===== config.mk =====
export PLATFORM = sky130hd
export DESIGN_NAME = instruction_fetch_unit
export DESIGN_NICKNAME = d
export VERILOG_FILES = /design/src/rtl/ti170_isa_pkg.sv /design/src/rtl/ifu_len_decode.sv /design/src/rtl/instruction_fetch_unit.sv
export SDC_FILE = /design/constraint.sdc
export NUM_CORES = 1
export LEC_CHECK = 0
export ABC_CLOCK_PERIOD_IN_PS = 1970
export CAP_MARGIN = 40
export CORE_UTILIZATION = 25
export DETAILED_ROUTE_END_ITERATION = 16
export DONT_BUFFER_PORTS = 1
export SYNTH_ARGS = -nofsm -noshare
export SYNTH_HDL_FRONTEND = slang
export SYNTH_SLANG_ARGS = --single-unit

===== constraint.sdc =====
create_clock -name clock -period 1.97 [get_ports clock]
set_input_delay 0.0985 -clock clock [delete_from_list [all_inputs] [get_ports clock]]
set_output_delay 0.0985 -clock clock [all_outputs]
set_load 0.03 [all_outputs]

===== src/rtl/ti170_isa_pkg.sv =====
// TI170 ISA shared definitions: opcode constants, fetch FSM states and the
// instruction-length helpers used by both fetch and decode.
package ti170_isa_pkg;

  localparam logic [7:0] LDA_IMM = 8'h86;
  localparam logic [7:0] LDA_DIR = 8'h87;
  localparam logic [7:0] LDB_IMM = 8'h88;
  localparam logic [7:0] LDB_DIR = 8'h89;
  localparam logic [7:0] STA_DIR = 8'h96;
  localparam logic [7:0] STB_DIR = 8'h97;
  localparam logic [7:0] ADD_AB  = 8'h42;
  localparam logic [7:0] JMP     = 8'h20;
  localparam logic [7:0] BEQ     = 8'h23;

  typedef enum logic [2:0] {
    S_ADDR,
    S_OP,
    S_OPND,
    S_ISSUE,
    S_FAULT
  } ifu_state_e;

  // Undefined opcodes are treated as single-byte instructions.
  function automatic logic [1:0] instr_len(input logic [7:0] opcode);
    case (opcode)
      LDA_IMM, LDA_DIR, LDB_IMM, LDB_DIR, STA_DIR, STB_DIR, JMP, BEQ: instr_len = 2'd2;
      default: instr_len = 2'd1;
    endcase
  endfunction

  function automatic logic instr_defined(input logic [7:0] opcode);
    case (opcode)
      LDA_IMM, LDA_DIR, LDB_IMM, LDB_DIR, STA_DIR, STB_DIR, JMP, BEQ, ADD_AB: instr_defined = 1'b1;
      default: instr_defined = 1'b0;
    endcase
  endfunction

endpackage


===== src/rtl/ifu_len_decode.sv =====
// Opcode length decoder: byte count of an instruction and whether the opcode is defined.
module ifu_len_decode
  import ti170_isa_pkg::*;
(
  input  logic [7:0] opcode,
  output logic [1:0] length,
  output logic       defined
);

  assign length  = instr_len(opcode);
  assign defined = instr_defined(opcode);

endmodule


===== src/rtl/instruction_fetch_unit.sv =====
// Instruction fetch unit: reads opcode/operand bytes from a 1-cycle-latency ROM and
// hands them to decode. Define IFU_BOUNDS_CHECK_EN to trap fetches beyond ROM_LAST.
module instruction_fetch_unit
  import ti170_isa_pkg::*;
#(
  parameter logic [7:0] RESET_PC = 8'h00,
  parameter logic [7:0] ROM_LAST = 8'd127
) (
  input  logic       clock,
  input  logic       reset,
  output logic [7:0] rom_addr,
  input  logic [7:0] rom_data,
  input  logic       halt,
  input  logic       redirect_valid,
  input  logic [7:0] redirect_target,
  output logic       instr_valid,
  input  logic       instr_ready,
  output logic [7:0] instr_opcode,
  output logic [7:0] instr_operand,
  output logic [7:0] instr_pc,
  output logic       fault
);

`ifdef IFU_BOUNDS_CHECK_EN
  localparam bit BoundsEn = 1'b1;
`else
  localparam bit BoundsEn = 1'b0;
`endif

  ifu_state_e state_q;
  logic [7:0] pc_q;
  logic [7:0] pc_inc;
  logic [8:0] pc_sum;
  logic [1:0] len_q;
  logic [1:0] dec_len;
  logic [1:0] op_len;
  logic       dec_defined;
  logic       valid_q;
  logic       fault_q;
  logic [7:0] opcode_q;
  logic [7:0] operand_q;
  logic [7:0] ipc_q;
  logic       addr_oob;
  logic       opnd_oob;
  logic       issue_wrap;

  ifu_len_decode u_len_decode (
    .opcode  (rom_data),
    .length  (dec_len),
    .defined (dec_defined)
  );

  assign op_len = dec_defined ? dec_len : 2'd1;
  assign pc_inc = pc_q + 8'd1;
  assign pc_sum = {1'b0, pc_q} + {7'd0, len_q};

  // Fault conditions only ever fire when bounds checking is built in.
  assign addr_oob   = BoundsEn && (pc_q > ROM_LAST);
  assign opnd_oob   = BoundsEn && (op_len == 2'd2) && ((pc_q == 8'hFF) || (pc_inc > ROM_LAST));
  assign issue_wrap = BoundsEn && pc_sum[8];

  always_comb begin
    rom_addr = pc_q;
    if (reset) begin
      rom_addr = RESET_PC;
    end else if ((state_q == S_OP) || (state_q == S_OPND)) begin
      rom_addr = pc_inc;
    end
  end

  always_ff @(posedge clock) begin
    if (reset) begin
      state_q   <= S_ADDR;
      pc_q      <= RESET_PC;
      len_q     <= 2'd1;
      valid_q   <= 1'b0;
      fault_q   <= 1'b0;
      opcode_q  <= 8'h00;
      operand_q <= 8'h00;
      ipc_q     <= 8'h00;
    end else if (redirect_valid && (state_q != S_FAULT)) begin
      // Redirect wins over halt, partial fetches and the sequential PC update.
      state_q <= S_ADDR;
      pc_q    <= redirect_target;
      valid_q <= 1'b0;
    end else begin
      unique case (state_q)
        S_ADDR: begin
          if (!halt) begin
            if (addr_oob) begin
              state_q <= S_FAULT;
              fault_q <= 1'b1;
            end else begin
              state_q <= S_OP;
            end
          end
        end
        S_OP: begin
          if (opnd_oob) begin
            state_q <= S_FAULT;
            fault_q <= 1'b1;
          end else begin
            opcode_q <= rom_data;
            ipc_q    <= pc_q;
            len_q    <= op_len;
            if (op_len == 2'd2) begin
              state_q <= S_OPND;
            end else begin
              operand_q <= 8'h00;
              valid_q   <= 1'b1;
              state_q   <= S_ISSUE;
            end
          end
        end
        S_OPND: begin
          operand_q <= rom_data;
          valid_q   <= 1'b1;
          state_q   <= S_ISSUE;
        end
        S_ISSUE: begin
          if (instr_ready) begin
            valid_q <= 1'b0;
            if (issue_wrap) begin
              state_q <= S_FAULT;
              fault_q <= 1'b1;
            end else begin
              pc_q    <= pc_sum[7:0];
              state_q <= S_ADDR;
            end
          end
        end
        S_FAULT: state_q <= S_FAULT;
        default: state_q <= S_ADDR;
      endcase
    end
  end

  assign instr_valid   = valid_q;
  assign instr_opcode  = opcode_q;
  assign instr_operand = operand_q;
  assign instr_pc      = ipc_q;
  assign fault         = fault_q;

endmodule


==> results.tsv, run 1 <==
stage	metric	value	unit
setup_path	cpPeakStageDelay	0.38	ns
place	io_buffer_count	0	
setup_path	worst-path-stages	7	
setup_path	worstSetupEndpoint	rom_addr[5]	
clock_network	clk_pin_slew	0.08	ns
global_route	grt_pass1_vias	1593	
setup_path	path_buf_inv	2	
setup_path	startpoint	state_q[1]	
floorplan	fp-row-count	30	
logic_synthesis	syn_area	1820	µm²
logic_synthesis	yosysUniqueCellTypes	35	
clock_network	cts.repair_timing.setup_buffer_count	0	
sta	clock-skew-final	0.00476	ns
sta	max-slew-margin-rel	0.501	
route	drtIter0Drc	74	
clock_network	clk_latency	0.29	ns
final_layout	finish.instance_area	2380	µm²
final_layout	diodes	0	
setup_path	startpoint_type	register	
power	power.density	786	nW/µm²
sta	report.final.hold_viol_count	0	
final_layout	area_growth	30.8	%
logic_synthesis	syn-num-nets	251	
logic_synthesis	postSynthCellCount	226	
setup_path	path_cells	xnor2_2, nor3_2, buf_4, nand3_1, xor2_1, nor2_1, buf_4	
route	routedWlPerCell	14.0	µm
clock_network	clockBufferDepth	2	
final_layout	finalNonFillerCells	353	
place	dp_cells	326	
sta	holdWs	0.0131	ns
sta	fin_tns_setup	0	ns
global_route	grt_pass1_wl	7870	µm
floorplan	coreArea	6910	µm²
setup_path	critical_path.top_delay_family	flip-flops	
power	p_comb_frac	0.111	
setup_path	worstPathRequired	1.87	ns
global_route	grt_remaining_overflow	0	
logic_synthesis	ys_seq_elements	38	
clock_network	cts_root_buf	clkbuf_8	
power	p_total	0.00187	W
logic_synthesis	ys_seq_area_frac	0.419	
final_layout	fin_nets	281	
power	power.switching	0.000442	W
place	dpl-instance-area	2020	µm²
setup_path	r2r-start	state_q[2]	
clock_network	cts-htree-levels	2	
global_route	grt_max_degree	27	
route	via_count	1630	
final_layout	final_cell_mix	nand2_1, dfxtp_1, a21oi_1	
route	ant_nets	0	
setup_path	reg2reg_slack	0.21	ns
floorplan	start_util	0.263	
route	first_pass_iters	4	
setup_path	cp_common_cell	buf_4	
power	ir_drop	0.298	mV
sta	slew_violations	0	
setup_path	slowest_stage	dfxtp_2	
floorplan	ioPinCount	55	
place	dp_hpwl	3350	µm
power	clockPowerShare	0.444	
setup_path	crit_arrival	1.73	ns
logic_synthesis	syn_avg_cell_area	8.04	µm²
route	remaining_drc_errors	0	
setup_path	r2r_end	instr_operand[6]	
setup_path	reg2reg_depth	3	
setup_path	worstSetupPathType	reg2out	
power	intPower	0.00143	W
outcome	outcome	complete, no violations	
power	p_leak	0.840	nW
power	switching_share	0.237	
setup_path	crit_path_max_fanout	8	
clock_network	cts_buffers	5	
place	gp_congestion	0.822	
worst_hold_path	hold_depth	3	
setup_path	endpoint_kind	output pin	
job	cap_viol_max_count	0	
clock_network	cts_tree	done	
sta	finalSetupViolations	0	
final_layout	final_common_cell	nand2_1	
floorplan	die-height	87.2	µm
final_layout	drive_above_1_share	0.148	
sta	final.period_utilization	0.926	
sta	period_needed	1.82	ns
route	totalWireLength	4950	µm
sta	fmaxAchievable	548	MHz
sta	tightest_slew	0.749	ns
sta	rsz0062_at_grt	false	
floorplan	chipWidth	87.2	µm
global_route	antenna_found_initial	0	
floorplan	die_area	7610	µm²
route	routed_via_density	4.62	
clock_network	cts_sinks	38	
global_route	gr-usage-all-layers	0.136	
worst_hold_path	worstHoldPathType	in2reg	
power	pwr-share-seq	0.445	
logic_synthesis	yosysWarnings	0	
-- worst min-delay path by stage --
stage | start | to | slack, ns
after global placement | reset | pc_q[1] | 0.17
after floorplan | halt | state_q[0] | 0.20
after global routing | redirect_valid | instr_operand[3] | 0.03
after detailed placement | reset | pc_q[1] | 0.18
after CTS | instr_ready | state_q[1] | 0.003
final | instr_ready | state_q[1] | 0.01
-- power by group through the flow --
stage / Clock, W / Combinational (W) / Sequential (W)
global placement: 0 / 0.000158 / 0.000847
CTS: 0.000851 / 0.000205 / 0.000830
floorplan: 0 / 0.000132 / 0.000838
finish: 0.000830 / 0.000208 / 0.000831
detailed placement: 0 / 0.000159 / 0.000848
global route: 0.000883 / 0.000230 / 0.000835
-- sequential cells by signal, indices dropped and copies added, names as in the netlist --
name           flops
pc_q               8
len_q              2
state_q            3
instr_pc           8
instr_operand      8
instr_opcode       8
instr_valid        1
-- timing repair --
| item | in CTS | in global routing |
|---|---|---|
| endpoints found under the hold margin | 35 | 0 |
| hold buffers | 18 | 0 |
| endpoints found under the setup margin | 4 | 5 |
| gates resized for setup | 4 | 2 |
-- Yosys cell counts, drive strengths merged --
cell type  number  area share
nand2          57        0.12
dfxtp          38        0.42
a21oi          21       0.058
nor2           21       0.043
clkbuf         13       0.027
mux2i           9       0.050
nand3           9       0.025
xor2            9       0.043
a211oi          7       0.029
xnor2           6       0.029
o21ai           5       0.014
ha              3       0.021
inv             3      0.0062
nor3            3      0.0083
buf             2      0.0069
nand4           2      0.0069
nor2b           2      0.0069
nor3b           2       0.011
or4b            2       0.011
a2111oi         1       0.015
a21o            1      0.0041
a221oi          1      0.0048
a32o            1      0.0062
and3            1      0.0034
clkinv          1      0.0021
conb            1      0.0021
fa              1       0.011
nand2b          1      0.0034
nand4b          1      0.0048
nor4b           1      0.0048
o2111a          1      0.0062
-- cells by family (layout without fill, tap and decap cells) --
family,count (synthesis),after routing,share of synthesized area
buf+inv,19,50,0.0420
simple gates,102,102,0.247
compound gates,38,38,0.137
mux,9,9,0.0496
other cells,1,1,0.00206
flops,38,38,0.419
fa+ha+maj,4,4,0.0317
xor+xnor,15,15,0.0723
-- through the flow --
stage,setup WS (ns),utilization
after floorplan,0.140,-
after global placement,0.215,0.292
after detailed placement,0.193,0.292
after CTS,0.0160,0.341
after global routing,0.0210,0.344
final,0.146,0.344
-- cell type report --
class	instances	area, µm²
timing repair buffer	38	338
tap	96	120
clock buffer	6	82.6
fill	747	4530
clock inverter	2	60.1
sequential	38	763
multi-input combinational	169	997
inverter	4	15.0
-- tightest hold or removal path: cells and delay by family --
kind,cells,cell delay (ns)
simple gates,3,0.17
-- layer usage --
layer / vias to the layer above / wire, µm / track usage
met5: - / 0 / 0
met1: 766 / 2400 / 0.176
met2: 44 / 2240 / 0.220
met4: 0 / 44 / 0.0402
li1: 816 / - / -
met3: 4 / 269 / 0.0389
No activity file was read; power rests on OpenSTA's default activity.
==> run 2: changes to the inputs <==
- CELL_PAD_IN_SITES_DETAIL_PLACEMENT: default -> 1
- CELL_PAD_IN_SITES_GLOBAL_PLACEMENT: default -> 1
- PLACE_DENSITY_LB_ADDON: default -> 0.1
==> results.tsv, run 2 (synthesis results as in run 1) <==
stage	metric	value	unit
final_layout	diodes	0	
route	drtIter0Drc	22	
sta	finalSetupViolations	0	
global_route	antenna_found_initial	0	
sta	slew_violations	0	
job	cap_viol_max_count	0	
setup_path	cpPeakStageDelay	0.37	ns
power	pwr-share-seq	0.442	
setup_path	path_cells	xnor2_2, nor3_1, buf_4, nand3_1, xor2_1, nor2_1, buf_4	
setup_path	r2r_end	pc_q[6]	
floorplan	die-height	87.2	µm
power	intPower	0.00143	W
floorplan	die_area	7610	µm²
final_layout	final_common_cell	nand2_1	
global_route	gr-usage-all-layers	0.152	
sta	period_needed	1.81	ns
power	clockPowerShare	0.445	
outcome	outcome	complete, no violations	
place	io_buffer_count	0	
setup_path	startpoint	state_q[0]	
clock_network	clockBufferDepth	2	
global_route	grt_pass1_wl	8710	µm
sta	report.final.hold_viol_count	0	
clock_network	clk_pin_slew	0.08	ns
route	first_pass_iters	4	
setup_path	worstSetupEndpoint	rom_addr[7]	
final_layout	fill_cells	844	
setup_path	worst-path-stages	7	
floorplan	coreArea	6910	µm²
floorplan	ioPinCount	55	
power	p_leak	0.840	nW
sta	rsz0062_at_grt	false	
power	power.switching	0.000449	W
setup_path	reg2reg_depth	7	
route	ant_nets	0	
clock_network	cts_root_buf	clkbuf_8	
setup_path	startpoint_type	register	
setup_path	worstPathRequired	1.87	ns
floorplan	chipWidth	87.2	µm
setup_path	crit_arrival	1.72	ns
final_layout	drive_above_1_share	0.148	
final_layout	final_cell_mix	nand2_1, dfxtp_1, a21oi_1	
route	routedWlPerCell	15.3	µm
setup_path	cp_common_cell	buf_4	
setup_path	slowest_stage	dfxtp_2	
clock_network	clk_latency	0.29	ns
setup_path	critical_path.top_delay_family	XOR/XNOR gates	
route	totalWireLength	5400	µm
final_layout	fin_nets	281	
floorplan	fp-row-count	30	
final_layout	area_growth	30.3	%
power	p_comb_frac	0.113	
setup_path	worstSetupPathType	reg2out	
route	via_count	1647	
sta	final.period_utilization	0.921	
clock_network	cts_tree	done	
final_layout	multi_input_area	990	µm²
setup_path	reg2reg_slack	0.20	ns
power	switching_share	0.240	
clock_network	cts.repair_timing.setup_buffer_count	0	
power	power.density	792	nW/µm²
final_layout	finish.instance_area	2370	µm²
route	routed_via_density	4.67	
clock_network	cts_sinks	38	
route	remaining_drc_errors	0	
setup_path	path_buf_inv	2	
setup_path	endpoint_kind	output pin	
global_route	grt_remaining_overflow	0	
power	ir_drop	0.269	mV
setup_path	r2r-start	len_q[0]	
sta	clock-skew-final	0.00292	ns
global_route	grt_pass1_vias	1699	
sta	max-slew-margin-rel	0.441	
sta	fin_tns_setup	0	ns
global_route	grt_max_degree	27	
clock_network	cts-htree-levels	2	
sta	fmaxAchievable	551	MHz
final_layout	register_area	764	µm²
place	dp_hpwl	3720	µm
sta	tightest_slew	0.839	ns
clock_network	cts_buffers	5	
place	dpl-instance-area	2030	µm²
setup_path	crit_path_max_fanout	8	
place	gp_congestion	0.670	
floorplan	start_util	0.263	
worst_hold_path	worstHoldPathType	in2reg	
-- run 2: worst register-to-register path, cell delays in order, from the launching register on --
cell,delay (ns)
dfxtp_1,0.35
ha_1,0.18
inv_1,0.06
fa_1,0.36
nor2_1,0.22
nand3_1,0.13
xor2_1,0.15
a211oi_1,0.24
-- run 2: cell type report --
cell class	instances	share of cell area
clock buffers	6	0.0349
inverters	4	0.00634
well taps	96	0.0507
repair buffers	38	0.142
multi-input cells	169	0.418
flip-flops and latches	38	0.323
clock inverters	2	0.0254
-- run 2: what timing repair did --
action | in CTS | in global routing
hold buffers | 17 | 0
resized for setup | 3 | 2
endpoints found under the setup margin | 5 | 5
pin swaps | 0 | 0
hold endpoints to repair | 35 | 0
-- run 2: layer usage --
layer,up-vias,part of all wire,track usage
met5,-,0,0
met4,0,0.014,0.0492
met3,6,0.053,0.0360
met2,37,0.45,0.244
met1,790,0.49,0.200
li1,814,-,-
-- run 2: power groups by stage --
stage          Sequential [W]  Clock [W]  Combinational [W]
6_report             0.000829   0.000834           0.000213
5_1_grt              0.000833   0.000903           0.000238
4_1_cts              0.000829   0.000868           0.000214
3_5_place_dp         0.000846          0           0.000169
3_3_place_gp         0.000846          0           0.000170
2_1_floorplan        0.000838          0           0.000132
-- run 2: worst min path at each step --
stage                                  start  depth (start not counted)               to  slack, ns
after detailed placement               reset                          1          pc_q[1]       0.17
after CTS                        instr_ready                          3       state_q[1]       0.01
final                     redirect_target[4]                          2          pc_q[4]       0.01
after global placement                 reset                          1  instr_opcode[0]       0.17
after floorplan                         halt                          1       state_q[0]       0.20
after global routing      redirect_target[4]                          2          pc_q[4]       0.03
-- run 2: through the flow --
stage	instances	utilization	setup WS [ns]	hold slack [ns]	total power, W
final	353	0.343	0.155	0.0146	0.00188
after global routing	353	0.343	0.00641	0.0251	0.00197
after CTS	352	0.340	0.00383	0.00985	0.00191
after detailed placement	327	0.293	0.120	0.173	0.00102
after global placement	327	0.293	0.242	0.172	0.00102
after floorplan	226	-	0.140	0.204	0.000970
==> run 3: changes to the inputs <==
- SETUP_SLACK_MARGIN: default -> 0.5
==> results.tsv, run 3 (synthesis results as in run 1) <==
stage	metric	value	unit
power	clockPowerShare	0.423	
sta	report.final.hold_viol_count	0	
power	pwr-share-seq	0.419	
route	totalWireLength	6540	µm
floorplan	coreArea	6910	µm²
route	drtIter0Drc	73	
clock_network	cts-htree-levels	2	
place	dp_hpwl	3860	µm
clock_network	cts_root_buf	clkbuf_8	
route	via_count	1750	
final_layout	fin_nets	290	
setup_path	crit_arrival	1.59	ns
final_layout	final_common_cell	nand2_1	
sta	fmaxAchievable	592	MHz
global_route	grt_remaining_overflow	0	
setup_path	path_cells	xnor2_4, nor3_4, nand3_2, xor2_2, nor2_4	
global_route	grt_max_degree	27	
route	routedWlPerCell	18.1	µm
sta	fin_tns_setup	0	ns
setup_path	reg2reg_depth	7	
global_route	grt_pass1_wl	9890	µm
power	power.switching	0.000513	W
setup_path	worst-path-stages	5	
global_route	grt_pass1_vias	1891	
power	power.density	680	nW/µm²
setup_path	worstSetupPathType	reg2out	
power	p_comb_frac	0.158	
clock_network	clk_latency	0.30	ns
sta	finalSetupViolations	0	
sta	slew_violations	0	
worst_hold_path	hold_depth	3	
route	first_pass_iters	4	
final_layout	drive_above_1_share	0.455	
global_route	antenna_found_initial	0	
outcome	outcome	complete, no violations	
setup_path	startpoint_type	register	
power	intPower	0.00147	W
sta	period_needed	1.69	ns
clock_network	clockBufferDepth	2	
power	switching_share	0.258	
final_layout	post-route-util	0.423	
route	remaining_drc_errors	0	
final_layout	diodes	0	
route	routed_via_density	4.83	
floorplan	ioPinCount	55	
floorplan	fp-row-count	30	
floorplan	die_area	7610	µm²
sta	clock-skew-final	0.0111	ns
clock_network	cts_tree	done	
clock_network	cts_buffers	5	
floorplan	die-height	87.2	µm
route	ant_nets	0	
setup_path	path_buf_inv	0	
final_layout	fill_cells	798	
clock_network	clk_pin_slew	0.07	ns
power	ir_drop	0.238	mV
sta	rsz0062_at_grt	true	
power	p_leak	1.00	nW
setup_path	critical_path.top_delay_family	simple AND/OR/NAND/NOR gates	
sta	final.period_utilization	0.858	
global_route	gr-usage-all-layers	0.173	
final_layout	area_growth	61.0	%
floorplan	chipWidth	87.2	µm
setup_path	worstPathRequired	1.87	ns
floorplan	start_util	0.263	
setup_path	endpoint_kind	output pin	
worst_hold_path	worstHoldPathType	in2reg	
job	cap_viol_max_count	0	
clock_network	cts_sinks	38	
setup_path	reg2reg_slack	0.31	ns
final_layout	final_cell_mix	nand2_1, dfxtp_1, a21oi_2	
setup_path	slowest_stage	dfxtp_4	
setup_path	crit_path_max_fanout	4	
place	gp_congestion	0.763	
setup_path	cpPeakStageDelay	0.38	ns
place	io_buffer_count	0	
run 3: final timing paths:
path / endpoint / from
worst max-delay path: rom_addr[7] / state_q[1]
worst min-delay path: state_q[1] / instr_ready
worst min register to register: len_q[0] / len_q[0]
worst max register to register: pc_q[7] / pc_q[1]
run 3: worst register-to-register path, stage by stage, from the launching register on:
cell and delay, ns:
dfxtp_4 0.37, buf_6 0.12, ha_4 0.25, a21oi_2 0.05, nor3b_2 0.25, nand3_1 0.15
xor2_1 0.17, a211oi_1 0.22
run 3: area by class of cell:
class / instances / area (µm²) / area share
tap: 96 / 120 / 0.0411
clock buffer: 6 / 82.6 / 0.0282
multi-input combinational: 169 / 1400 / 0.479
timing repair buffer: 47 / 463 / 0.158
sequential: 38 / 783 / 0.268
inverter: 4 / 15.0 / 0.00513
clock inverter: 2 / 60.1 / 0.0205
run 3: layer usage:
layer,track usage,vias up,wire length (µm)
met3,0.0445,5,309
met4,0.0417,0,48
met5,0,-,0
li1,-,833,-
met1,0.222,872,2870
met2,0.288,40,3310
run 3: stage by stage:
| step | hold slack (ns) | total power (W) | area (µm²) | setup slack [ns] | instances |
|---|---|---|---|---|---|
| floorplan | 0.204 | 0.000986 | 1910 | 0.414 | 226 |
| global placement | 0.172 | 0.00100 | 1990 | 0.169 | 313 |
| detailed placement | 0.172 | 0.00101 | 1990 | 0.155 | 313 |
| CTS | 0.0147 | 0.00195 | 2650 | 0.297 | 356 |
| global route | 0.0384 | 0.00207 | 2920 | 0.207 | 362 |
| finish | 0.0241 | 0.00199 | 2920 | 0.280 | 362 |
run 3: power groups by stage:
stage | clock (W) | combinational, W | sequential (W)
floorplan | 0 | 0.000148 | 0.000838
global placement | 0 | 0.000154 | 0.000850
detailed placement | 0 | 0.000157 | 0.000851
CTS | 0.000866 | 0.000257 | 0.000831
global route | 0.000898 | 0.000337 | 0.000837
finish | 0.000840 | 0.000314 | 0.000833
run 3: repair_timing:
action	4_1_cts	5_1_grt
buffers inserted	17	4
gates resized for setup	47	58
gates cloned	1	1
endpoints found under the setup margin	38	42
endpoints found under the hold margin	35	0
pin swaps	23	37
hold buffers	17	0
